===== config.mk =====
export PLATFORM = sky130hd
export DESIGN_NAME = hazard_stall_ctrl
export DESIGN_NICKNAME = d
export VERILOG_FILES = /design/src/rtl/hazard_pkg.sv /design/src/rtl/hazard_stall_ctrl_load_use_cmp.sv /design/src/rtl/hazard_stall_ctrl.sv
export SDC_FILE = /design/constraint.sdc
export NUM_CORES = 1
export LEC_CHECK = 0
export ABC_AREA = 1
export BUFFER_PORTS_ARGS = -buffer_cell sky130_fd_sc_hd__buf_4
export CORE_MARGIN = 2
export CORE_UTILIZATION = 55
export DETAILED_ROUTE_END_ITERATION = 8
export PLACE_DENSITY_LB_ADDON = 0.15
export SYNTH_ARGS = -nofsm -noshare
export SYNTH_HDL_FRONTEND = slang
export SYNTH_SLANG_ARGS = --single-unit

===== constraint.sdc =====
create_clock -name clk -period 3.1 [get_ports clk]
set_input_delay 0.62 -clock clk [delete_from_list [all_inputs] [get_ports clk]]
set_output_delay 0.62 -clock clk [all_outputs]
set_load 0.03 [all_outputs]

===== src/rtl/hazard_pkg.sv =====
// Shared types and constants for the pipeline hazard controller.
package hazard_pkg;
    typedef enum logic [0:0] {RUN, MDU_WAIT} hz_state_t;
    localparam logic [4:0] REG_ZERO = 5'd0;
endpackage


===== src/rtl/hazard_stall_ctrl_load_use_cmp.sv =====
// Combinational load-use detector: the EX load writes a register the ID instruction reads.
module load_use_cmp
    import hazard_pkg::*;
#(
    parameter int REG_ADDR_W = 5
) (
    input  logic [REG_ADDR_W-1:0] id_rs,
    input  logic [REG_ADDR_W-1:0] id_rt,
    input  logic                  id_uses_rt,
    input  logic                  idex_memread,
    input  logic [REG_ADDR_W-1:0] idex_rt,
    output logic                  lu
);
    // Loads into the zero register never create a dependency.
    assign lu = idex_memread && (idex_rt != REG_ADDR_W'(REG_ZERO)) &&
                ((idex_rt == id_rs) || (id_uses_rt && (idex_rt == id_rt)));
endmodule


===== src/rtl/hazard_stall_ctrl.sv =====
// Hazard controller: load-use stall, branch flush, multi-cycle MDU stall and stall statistics.
module hazard_stall_ctrl
    import hazard_pkg::*;
#(
    parameter int REG_ADDR_W  = 5,
    parameter int MDU_LATENCY = 4,
    parameter int STALL_CNT_W = 32
) (
    input  logic                   clk,
    input  logic                   rst,
    input  logic [REG_ADDR_W-1:0]  id_rs,
    input  logic [REG_ADDR_W-1:0]  id_rt,
    input  logic                   id_uses_rt,
    input  logic                   idex_memread,
    input  logic [REG_ADDR_W-1:0]  idex_rt,
    input  logic                   branch_taken,
    input  logic                   mdu_start,
    output logic                   pc_write,
    output logic                   ifid_write,
    output logic                   idex_write,
    output logic                   ifid_flush,
    output logic                   idex_bubble,
    output logic                   exmem_bubble,
    output logic                   mdu_busy,
    output logic [STALL_CNT_W-1:0] stall_cycles
);
    localparam int CNT_W = $clog2(MDU_LATENCY);

    hz_state_t        state, state_nxt;
    logic [CNT_W-1:0] cnt, cnt_nxt;
    logic             lu;

    load_use_cmp #(.REG_ADDR_W(REG_ADDR_W)) u_lu (
        .id_rs        (id_rs),
        .id_rt        (id_rt),
        .id_uses_rt   (id_uses_rt),
        .idex_memread (idex_memread),
        .idex_rt      (idex_rt),
        .lu           (lu)
    );

    always_ff @(posedge clk or posedge rst) begin
        if (rst) begin
            state <= RUN;
            cnt   <= '0;
        end else begin
            state <= state_nxt;
            cnt   <= cnt_nxt;
        end
    end

    always_comb begin
        state_nxt    = state;
        cnt_nxt      = cnt;
        pc_write     = 1'b1;
        ifid_write   = 1'b1;
        idex_write   = 1'b1;
        ifid_flush   = 1'b0;
        idex_bubble  = 1'b0;
        exmem_bubble = 1'b0;
        case (state)
            RUN: begin
                if (mdu_start) begin
                    pc_write     = 1'b0;
                    ifid_write   = 1'b0;
                    idex_write   = 1'b0;
                    exmem_bubble = 1'b1;
                    state_nxt    = MDU_WAIT;
                    // The start cycle itself is the first stall cycle.
                    cnt_nxt      = CNT_W'(MDU_LATENCY - 2);
                end else if (branch_taken) begin
                    ifid_flush  = 1'b1;
                    idex_bubble = 1'b1;
                end else if (lu) begin
                    pc_write    = 1'b0;
                    ifid_write  = 1'b0;
                    idex_bubble = 1'b1;
                end
            end
            MDU_WAIT: begin
                pc_write     = 1'b0;
                ifid_write   = 1'b0;
                idex_write   = 1'b0;
                exmem_bubble = 1'b1;
                if (cnt == '0) state_nxt = RUN;
                else           cnt_nxt   = cnt - CNT_W'(1);
            end
            default: state_nxt = RUN;
        endcase
    end

    assign mdu_busy = (state == MDU_WAIT);

    always_ff @(posedge clk or posedge rst) begin
        if (rst)
            stall_cycles <= '0;
        else if (!pc_write && (stall_cycles != '1))
            stall_cycles <= stall_cycles + STALL_CNT_W'(1);
    end
endmodule


==> summary.md, run 1 <==
| Metric | Value |
|---|---|
| Outcome | finished clean |
| Final Net Count | 493 |
| Row cnt | 25 |
| Total global routing overflow | 0 |
| Total power | 1.62 mW |
| Share of layout cells above drive strength 1 | 0.172 |
| Unrepaired setup endpoints after global routing | false |
| Max incr delay on CP | 0.26 ns |
| Worst setup EP type | output port |
| CP max-delay cell | nand2_2 |
| Tcrit/Tclk final | 0.772 |
| Async S/R FF share, synth | 1.00 |
| Wirelength, routed | 7160 um |
| Most instantiated cells after synthesis | 194 x nand2_1, 59 x nor2_1, 35 x dfrtp_1, 34 x nand4_1, 27 x inv_1 |
| Core Region | 4660 um2 |
| Vias | 2794 |
| H-Tree Depth | 2 |
| Synth area leader | dfrtp_1 |
| Flop-to-flop setup slack | 1.04 ns |
| Endpoints failing hold | 0 |
| Fmax | 418 MHz |
| Detailed Route Iter0 Violations | 159 |
| Cts repair resizes | 0 |
| Post-synth EDFFs | 0 |
| Setup_tns | 0 ns |
| P&R area growth vs syn | 22.4% |
| Die height | 72.9 um |
| Yosys cell types | 23 |
| Seq pwr share | 0.371 |
| CTS buffer count | 5 |
| Max-cap violations | 0 |
| GRT Util Overall | 0.287 |
| Share of the synthesized area in the top cell type | 0.336 |
| WS Path Type | input port to output port |
| Synth top area cells | dfrtp_1 34%, nand2_1 28%, nor2_1 8.5%, nand4_1 8.1%, nand3b_1 4.3% |
| # diodes | 0 |
| Vias in the first global route | 2532 |
| Finished Core Util | 0.685 |
| Critical path arrival | 1.77 ns |
| P per Cell Area | 508 nW/um2 |
| Fin Clk Skew | 0.0145 ns |
| Setup-failing EPs final | 0 |
| Sw Pwr | 0.654 mW |
| Root Driver | clkbuf_8 |
| Slew @ Worst Pin | 0.666 ns |
| Mean area per synthesized cell | 6.33 um2 |
| Clk_lat worst skew | 0.30 ns |
| Synthesized area | 2610 um2 |
| Most used DFF post-synth | dfrtp_1 |
| Post-synthesis cell count | 412 |
| Worst Path Max Fanout | 16 |
| Post-CTS Setup Bufs | 0 |
| Reg clk slew, reported paths | 0.09 ns |
| #FFs+latches synth | 35 |
| Sinks on Clock Net | 35 |
| Minimum clock period | 2.39 ns |
| Static Leakage | 1.69 nW |
| Initial antenna violation count | 0 |
| Worst vdd ir | 0.000465 V |
| Count leader, synth | nand2_1 |
| Clk pwr share | 0.259 |
| Die width | 72.9 um |
| Count of unresolved DRC violations after routing | 0 |
| Internal power | 0.969 mW |
| Net Sw Frac | 0.403 |
| Syn nets | 435 |
| Critical path, cell by cell | buf_4, inv_1, nand2_1, nand2_1, nor2_1, nand3_1, nand2_1, nand2_1, nand2_2, nand2_1, buf_4 |
| # port buffers | 59 |
| Cell mode on critical path | nand2_1 |
| GP Congestion | 0.903 |
| Largest net degree at the start of global routing | 36 |
| Drt first pass iters | 4 |
| Crit start category | input port |
| First-pass GRT wire length | 11800 um |
| Clock tree buffer depth | 2 |
| CTS Hold Buffers Added | 0 |
| Worst slew margin | 0.555 |
| CTS tree | built |
| Ports | 60 |
| Register area share after synthesis | 0.336 |
| Post-route ant nets | 0 |
| Combinational power share | 0.369 |
| Die area | 5310 um2 |
| Slew Limit Fails | 0 |
| WL/cell | 13.6 um |
| Yosys warning count | 0 |
| WP data required | 2.48 ns |
| Initial Utilization | 0.560 |
| Worst Hold Class | input port to asynchronous set/reset pin |
| HPWL Detailed | 5480 um |
| Via density | 5.32 |
## metrics by stage
stage               hold WS [ns]  cell area, um2  instances  setup WS [ns]
floorplan                  0.495            2610        412         0.0669
global placement           0.518            3080        517          0.696
detailed placement         0.527            3080        517          0.630
CTS                        0.436            3190        525          0.711
global route               0.478            3190        525          0.511
finish                     0.419            3190        525          0.706
## cells in the final DEF (no fill, tap or decap)
master,n
a21oi_1,2
buf_4,64
bufinv_16,1
clkbuf_8,5
clkinv_1,1
clkinv_2,1
clkinv_4,1
dfrtp_1,35
ha_1,2
inv_1,27
nand2_1,194
nand2_2,1
nand3_1,2
nand3_2,3
nand3b_1,15
nand4_1,34
nor2_1,58
nor2_2,3
nor2_4,1
nor3_1,1
nor3_2,1
o21ai_0,3
xnor2_1,5
xor2_1,11
## critical path, delay by kind of cell
family                 cells  cell delay [ns]
and+or+nand+nor            8             0.81
buffers and inverters      3             0.34
## logic make-up (layout without fill, tap and decap cells)
family | count (synthesis) | after routing | share of synthesized area
xor+xnor | 16 | 16 | 0.0537
buf+inv | 41 | 100 | 0.0705
flops | 35 | 35 | 0.336
compound gates | 5 | 5 | 0.00959
fa+ha+maj | 2 | 2 | 0.00959
simple gates | 313 | 313 | 0.521
## power by group through the flow
stage               Sequential [mW]  Clock, mW  Combinational [mW]
floorplan                     0.681          0               0.343
global placement              0.608          0               0.583
detailed placement            0.609          0               0.602
CTS                           0.601      0.429               0.604
global route                  0.614      0.446               0.657
finish                        0.602      0.421               0.600
## per-layer routing
layer / share of wire / vias up / global-route usage / wire length [um]
met5: 0 / - / 0 / 0
met4: 0.014 / 0 / 0.0905 / 99
met3: 0.038 / 8 / 0.0428 / 274
met2: 0.48 / 66 / 0.471 / 3420
met1: 0.47 / 1292 / 0.389 / 3360
li1: - / 1428 / - / -
## final timing paths
| check | from | to | cells past startpoint |
|---|---|---|---|
| setup / recovery | idex_rt[0] | ifid_write | 11 |
| setup reg to reg | stall_cycles[0] | stall_cycles[26] | 10 |
| hold / removal | rst | cnt[1] | 3 |
| hold reg to reg | stall_cycles[1] | stall_cycles[1] | 2 |
| max in group asynchronous | rst | stall_cycles[21] | 3 |
| min in group clk | stall_cycles[1] | stall_cycles[1] | 2 |
## area by class of cell
cell class | instances | area (um2)
Sequential cell | 35 | 876
Timing Repair Buffer | 64 | 480
Clock buffer | 5 | 68.8
Tap cell | 54 | 67.6
Clock inverter | 3 | 43.8
Fill cell | 426 | 1470
Inverter | 28 | 105
Multi-Input combinational cell | 336 | 1550
## registers in the layout, summed over array words and instances, names as in the netlist
register and flops:
stall_cycles 32, mdu_busy 1, cnt 2
Power figures use the tool's default switching activity.
==> run 2, diff against run 1 <==
- ABC_AREA: 1 -> 0
- CORE_UTILIZATION: 55 -> 46
- clock period: 3.1 -> 2.2 ns (I/O delays scaled with it)
==> run 2 against run 1 <==
Register-to-register slack got worse by 0.96 ns; clock power rose by 7.8%; hold slack got worse by 0.18 ns; global-route usage fell by 8.0 points; sequential cell count did not move; die area fell by 10%; area after synthesis fell by 25%; total power rose by 35%; core utilization rose by 0.066 points; via count fell by 36%; clock-buffer cell count rose by 2.
==> summary.md, run 2 <==
| Metric | Value |
|---|---|
| CTS buffer count | 5 |
| Critical path's top delay family | simple AND/OR/NAND/NOR gates |
| Slew @ Worst Pin | 0.439 ns |
| Mean area per synthesized cell | 10.0 um2 |
| GP Congestion | 0.806 |
| Total power | 2.20 mW |
| Synth Area in Adders | 0.0128 |
| Worst slew margin | 0.707 |
| Final Cell Area | 2760 um2 |
| Placed cell area | 2670 um2 |
| WL/cell | 13.9 um |
| Worst Hold Class | input port to asynchronous set/reset pin |
| Reg clk slew, reported paths | 0.07 ns |
| Critical path, cell by cell | buf_4, or4_4, o21ai_4, o21ai_2, nand2b_4, buf_4 |
| Endpoints failing hold | 0 |
| GRT Util Overall | 0.207 |
| Most instantiated cells after synthesis | 35 x dfrtp_1, 34 x xor2_1, 17 x nand3_1, 16 x nor3_1, 13 x nand2_1 |
| XOR/XNOR share of the synthesized area | 0.180 |
| Yosys cell types | 39 |
| Fmax | 471 MHz |
| Post-synth EDFFs | 0 |
| # port buffers | 59 |
| Tcrit/Tclk final | 0.965 |
| Final Net Count | 304 |
| Worst Path Max Fanout | 4 |
| Count of unresolved DRC violations after routing | 0 |
| Wirelength, routed | 4610 um |
| Cell mode on critical path | buf_4 |
| Vias | 1779 |
| Fin Clk Skew | 0.00307 ns |
| CP max-delay cell | or4_4 |
| Synth top area cells | dfrtp_1 45%, xor2_1 15%, nand3_1 4.4%, nor3_1 4.1%, nor4_1 3.2% |
| Root Driver | clkbuf_8 |
| Main combinational cell family by area after synthesis | simple AND/OR/NAND/NOR gates |
| Compound-Gate Fraction of Synth Area | 0.0263 |
| Async S/R FF share, synth | 1.00 |
| Register area share after synthesis | 0.449 |
| Die area | 4770 um2 |
| Count leader, synth | dfrtp_1 |
| Yosys warning count | 0 |
| # diodes | 0 |
| Setup-failing EPs final | 0 |
| Minimum clock period | 2.12 ns |
| Share of the synthesized area in the top cell type | 0.449 |
| Worst vdd ir | 0.000705 V |
| WP data required | 1.76 ns |
| Slew Limit Fails | 0 |
| Simple-gate share of the synthesized area | 0.285 |
| Total global routing overflow | 0 |
| HPWL Detailed | 3420 um |
| #FFs+latches synth | 35 |
| Crit start category | input port |
| Row cnt | 23 |
| P&R area growth vs syn | 41.8% |
| Synthesized area | 1950 um2 |
| Die width | 69.1 um |
| Vias in the first global route | 1741 |
| Static Leakage | 1.45 nW |
| Ports | 60 |
| Syn nets | 217 |
| Setup_tns | 0 ns |
| CP Buf/Inv Count | 2 |
| Outcome | finished clean |
| Most flop-heavy register | stall_cycles |
| Largest net degree at the start of global routing | 36 |
| Max reg flops | 32 |
| Share of layout cells above drive strength 1 | 0.390 |
| Most used DFF post-synth | dfrtp_1 |
| Finished Core Util | 0.686 |
| Post-synthesis cell count | 194 |
| Drt first pass iters | 5 |
| Reg-to-Reg Start | stall_cycles[2] |
| P per Cell Area | 795 nW/um2 |
| Crit path launch | idex_rt[0] |
| Synth area leader | dfrtp_1 |
| Critical path arrival | 1.68 ns |
| CTS tree | built |
| Via density | 5.36 |
| Clock tree buffer depth | 2 |
| Mux cell area share after synthesis | 0.0193 |
| Initial antenna violation count | 0 |
| Core Region | 4030 um2 |
| Max incr delay on CP | 0.54 ns |
| First-pass GRT wire length | 8140 um |
| Initial Utilization | 0.484 |
| Commonest cells after routing, fill and taps aside | 84 x buf_4, 34 x xor2_1, 34 x dfrtp_1, 17 x nand3_1, 15 x nor3_1 |
| Clk_lat worst skew | 0.29 ns |
| Worst setup EP type | output port |
| Detailed Route Iter0 Violations | 70 |
| WS Path Type | input port to output port |
| Post-route ant nets | 0 |
| Die height | 69.1 um |
| Max-cap violations | 0 |
| Sinks on Clock Net | 35 |
| H-Tree Depth | 2 |
| Most common cell after layout, fill and taps aside | buf_4 |
[run 2: cell types whose count changed after synthesis, sizes merged, moves of 4 or more]
cell,delta
xor2,+23
nand3b,-15
nand2,-181
buf,-4
nand3,+12
inv,-21
nor4,+11
nor3,+16
nor2,-54
clkbuf,-4
and3,+6
nand4,-27
[run 2: report_power, final]
group          switching (mW)  internal (mW)  leakage, nW
Sequential              0.107          0.742        0.460
Clock                   0.232          0.222       0.0422
Combinational           0.500          0.393        0.945
[run 2: final cells by class]
| class | instances | area, um2 |
|---|---|---|
| fill | 351 | 1260 |
| multi-input combinational | 148 | 1070 |
| sequential | 35 | 877 |
| timing repair buffer | 85 | 651 |
| clock buffer | 7 | 76.3 |
| tap | 50 | 62.6 |
| inverter | 6 | 26.3 |
| clock inverter | 1 | 5.00 |
[run 2: final timing paths]
kind / cells past startpoint / slack, ns / to
worst max-delay path: 6 / 0.08 / pc_write
worst min-delay path: 3 / 0.24 / cnt[0]
worst max register to register: 6 / 0.08 / stall_cycles[12]
worst min register to register: 1 / 0.49 / stall_cycles[27]
max in group asynchronous: 3 / 1.63 / mdu_busy
min in group clk: 2 / 0.36 / cnt[0]
[run 2: worst register-to-register path: cells and delay by family, from the launching register on]
kind | cells | cell delay (ns)
XOR/XNOR | 1 | 0.15
AND/OR/NAND/NOR | 5 | 1.42
flip-flops | 1 | 0.43
[run 2: cells by family (layout without fill, tap and decap cells)]
family          count (synthesis)  count (layout)
compound gates                  8               8
xor+xnor                       40              40
fa+ha+maj                       2               2
buf+inv                        11              99
flops                          35              35
mux                             3               3
simple gates                   95              95
[run 2: metal layers]
| layer | global-route usage | share of wire | up-vias |
|---|---|---|---|
| met4 | 0.0784 | 0.016 | 0 |
| met3 | 0.0526 | 0.067 | 9 |
| met2 | 0.317 | 0.47 | 60 |
| li1 | - | - | 865 |
| met1 | 0.283 | 0.44 | 845 |
| met5 | 0 | 0 | - |
[run 2: through the flow]
stage	hold WS, ns	worst slack (ns)	cells
after floorplan	0.482	-0.0595	194
after global placement	0.481	-0.0634	325
after detailed placement	0.483	-0.0690	325
after CTS	0.267	0.0132	333
after global routing	0.316	-0.0400	332
final	0.241	0.0774	332
[run 2: repair_timing]
item | 4_1_cts | 5_1_grt
pin swaps | 0 | 4
buffers inserted | 0 | 0
setup endpoints to repair | 3 | 2
resized for setup | 3 | 4
hold buffers | 0 | 0
==> run 3, diff against run 2 <==
- clock period: 2.2 -> 1.9 ns (I/O delays scaled with it)
==> run 3 against run 2 <==
The run now ends with negative setup slack left; register-to-register slack worse by 0.24 ns; critical path depth is 1 higher; non-clock buffer count is 39 higher; largest cell class unchanged; largest power group unchanged; critical endpoint is now stall_cycles[20]; critical path type is now register to register.
==> summary.md, run 3 (same netlist as run 2, synthesis figures left out) <==
| Metric | Value |
|---|---|
| Outcome | complete, but fails checks |
| Failing checks | negative setup slack |
| Critical path arrival | 2.26 ns |
| First-pass GRT wire length | 9630 um |
| Setup ws final | -0.167 ns |
| Worst Hold Class | input port to asynchronous set/reset pin |
| Placed cell area | 2960 um2 |
| Grt met1 use | 0.311 |
| Core Region | 4030 um2 |
| Unrepaired setup endpoints after global routing | true |
| Via density | 5.55 |
| Detailed Route Iter0 Violations | 72 |
| CP max-delay cell | or4b_4 |
| Worst slew margin | 0.517 |
| Final Net Count | 344 |
| Reg clk slew, reported paths | 0.08 ns |
| WS Path Type | register to register |
| H-Tree Depth | 2 |
| Final Cell Area | 3380 um2 |
| GP Congestion | 0.853 |
| Die width | 69.1 um |
| Fin Clk Skew | 0.00993 ns |
| Die area | 4770 um2 |
| Die height | 69.1 um |
| Max incr delay on CP | 0.52 ns |
| Clock tree buffer depth | 2 |
| Setup-failing EPs final | 31 |
| Wirelength, routed | 6370 um |
| Drt first pass iters | 4 |
| Root Driver | clkbuf_8 |
| CTS tree | built |
| Critical path, cell by cell | nand4_1, nor4_4, or4b_4, nand2_4, buf_8, nor4_4, xor2_1 |
| Commonest cells after routing, fill and taps aside | 112 x buf_4, 33 x xor2_1, 22 x dfrtp_2, 17 x nand3_1 |
| Initial antenna violation count | 0 |
| Slew @ Worst Pin | 0.722 ns |
| Register Area | 903 um2 |
| Tcrit/Tclk final | 1.09 |
| Row cnt | 23 |
| Slew Limit Fails | 0 |
| Share of layout cells above drive strength 1 | 0.624 |
| Ports | 60 |
| Total global routing overflow | 0 |
| Worst setup EP type | register |
| Worst vdd ir | 0.000939 V |
| # port buffers | 59 |
| Critical path's top delay family | simple AND/OR/NAND/NOR gates |
| Clk_lat worst skew | 0.31 ns |
| # diodes | 0 |
| WHS | 0.165 ns |
| Max reg flops | 32 |
| Fillers | 240 |
| Most flop-heavy register | stall_cycles |
| Largest net degree at the start of global routing | 36 |
| Fmax | 484 MHz |
| WP data required | 2.09 ns |
| Grt met2 use | 0.420 |
| P&R area growth vs syn | 73.2% |
| Minimum clock period | 2.07 ns |
| CTS buffer count | 5 |
| HPWL Detailed | 3850 um |
| Pre-CTS setup slack | -0.703 ns |
| Total power | 3.00 mW |
| Sinks on Clock Net | 35 |
| Vias | 2066 |
| CTS Hold Buffers Added | 0 |
| Met3 Usage GRT | 0.0629 |
| Endpoints failing hold | 0 |
| Count of unresolved DRC violations after routing | 0 |
| Cell mode on critical path | nor4_4 |
| Post-route ant nets | 0 |
| Static Leakage | 1.69 nW |
| Global route hottest layer | met2 |
| Crit start category | register |
| Worst Path Max Fanout | 7 |
| P per Cell Area | 887 nW/um2 |
| WL/cell | 17.1 um |
| Max-cap violations | 0 |
| Initial Utilization | 0.484 |
| GRT Util Overall | 0.250 |
| Vias in the first global route | 2049 |
| Area of the multi-input gates | 1290 um2 |
| CP Buf/Inv Count | 1 |
| Most common cell after layout, fill and taps aside | buf_4 |
## run 3: changes by cell type in the layout (fill, tap and decap cells not counted), moves of 4 or more
cell / before / now
buf_4: 84 / 112
nor3_1: 15 / 5
buf_6: 0 / 10
nor3_2: 2 / 10
dfrtp_1: 34 / 13
nor2_1: 6 / 2
dfrtp_2: 1 / 22
nor4_1: 10 / 5
## run 3: what timing repair did
item	in CTS	in global routing
buffers inserted	1	3
gates cloned	1	0
endpoints found under the setup margin	35	36
pin swaps	13	6
resized for setup	28	27
## run 3: where the power goes
group / switching (mW) / leakage, nW / internal [mW]
sequential: 0.0670 / 0.430 / 0.872
clock: 0.289 / 0.0581 / 0.390
combinational: 0.748 / 1.21 / 0.629
total: 1.10 / 1.69 / 1.89
## run 3: path summary, 6_finish.rpt
check / start / cells past startpoint / end / slack, ns
worst max-delay path: stall_cycles[20] / 7 / stall_cycles[20] / -0.17
worst min-delay path: rst / 3 / cnt[1] / 0.17
worst max register to register: stall_cycles[20] / 7 / stall_cycles[20] / -0.17
worst min register to register: stall_cycles[16] / 1 / stall_cycles[16] / 0.50
max in group asynchronous: rst / 3 / stall_cycles[26] / 1.38
min in group clk: mdu_start / 2 / cnt[0] / 0.28
## run 3: per-stage QoR
stage	util	instances	setup TNS (ns)
final	0.838	372	-3.71
after global routing	0.838	372	-5.26
after CTS	0.800	369	-2.56
after detailed placement	0.736	359	-15.98
after global placement	0.736	359	-14.37
after floorplan	-	194	-3.43
## run 3: routing by layer
layer,vias to the layer above,wire length (um)
met1,1013,2550
met4,0,162
met2,86,3270
li1,948,-
met3,19,380
met5,-,0
## run 3: tightest hold or removal path, cell delays in order
cell	delay, ns
buf_4	0.11
inv_1	0.04
buf_4	0.38
## run 3: area by class of cell
type / instances / share of cell area
clock buffers: 5 / 0.0204
clock inverters: 3 / 0.0130
inverters: 6 / 0.00778
multi-input cells: 149 / 0.382
flip-flops and latches: 35 / 0.268
well taps: 50 / 0.0185
repair buffers: 124 / 0.291
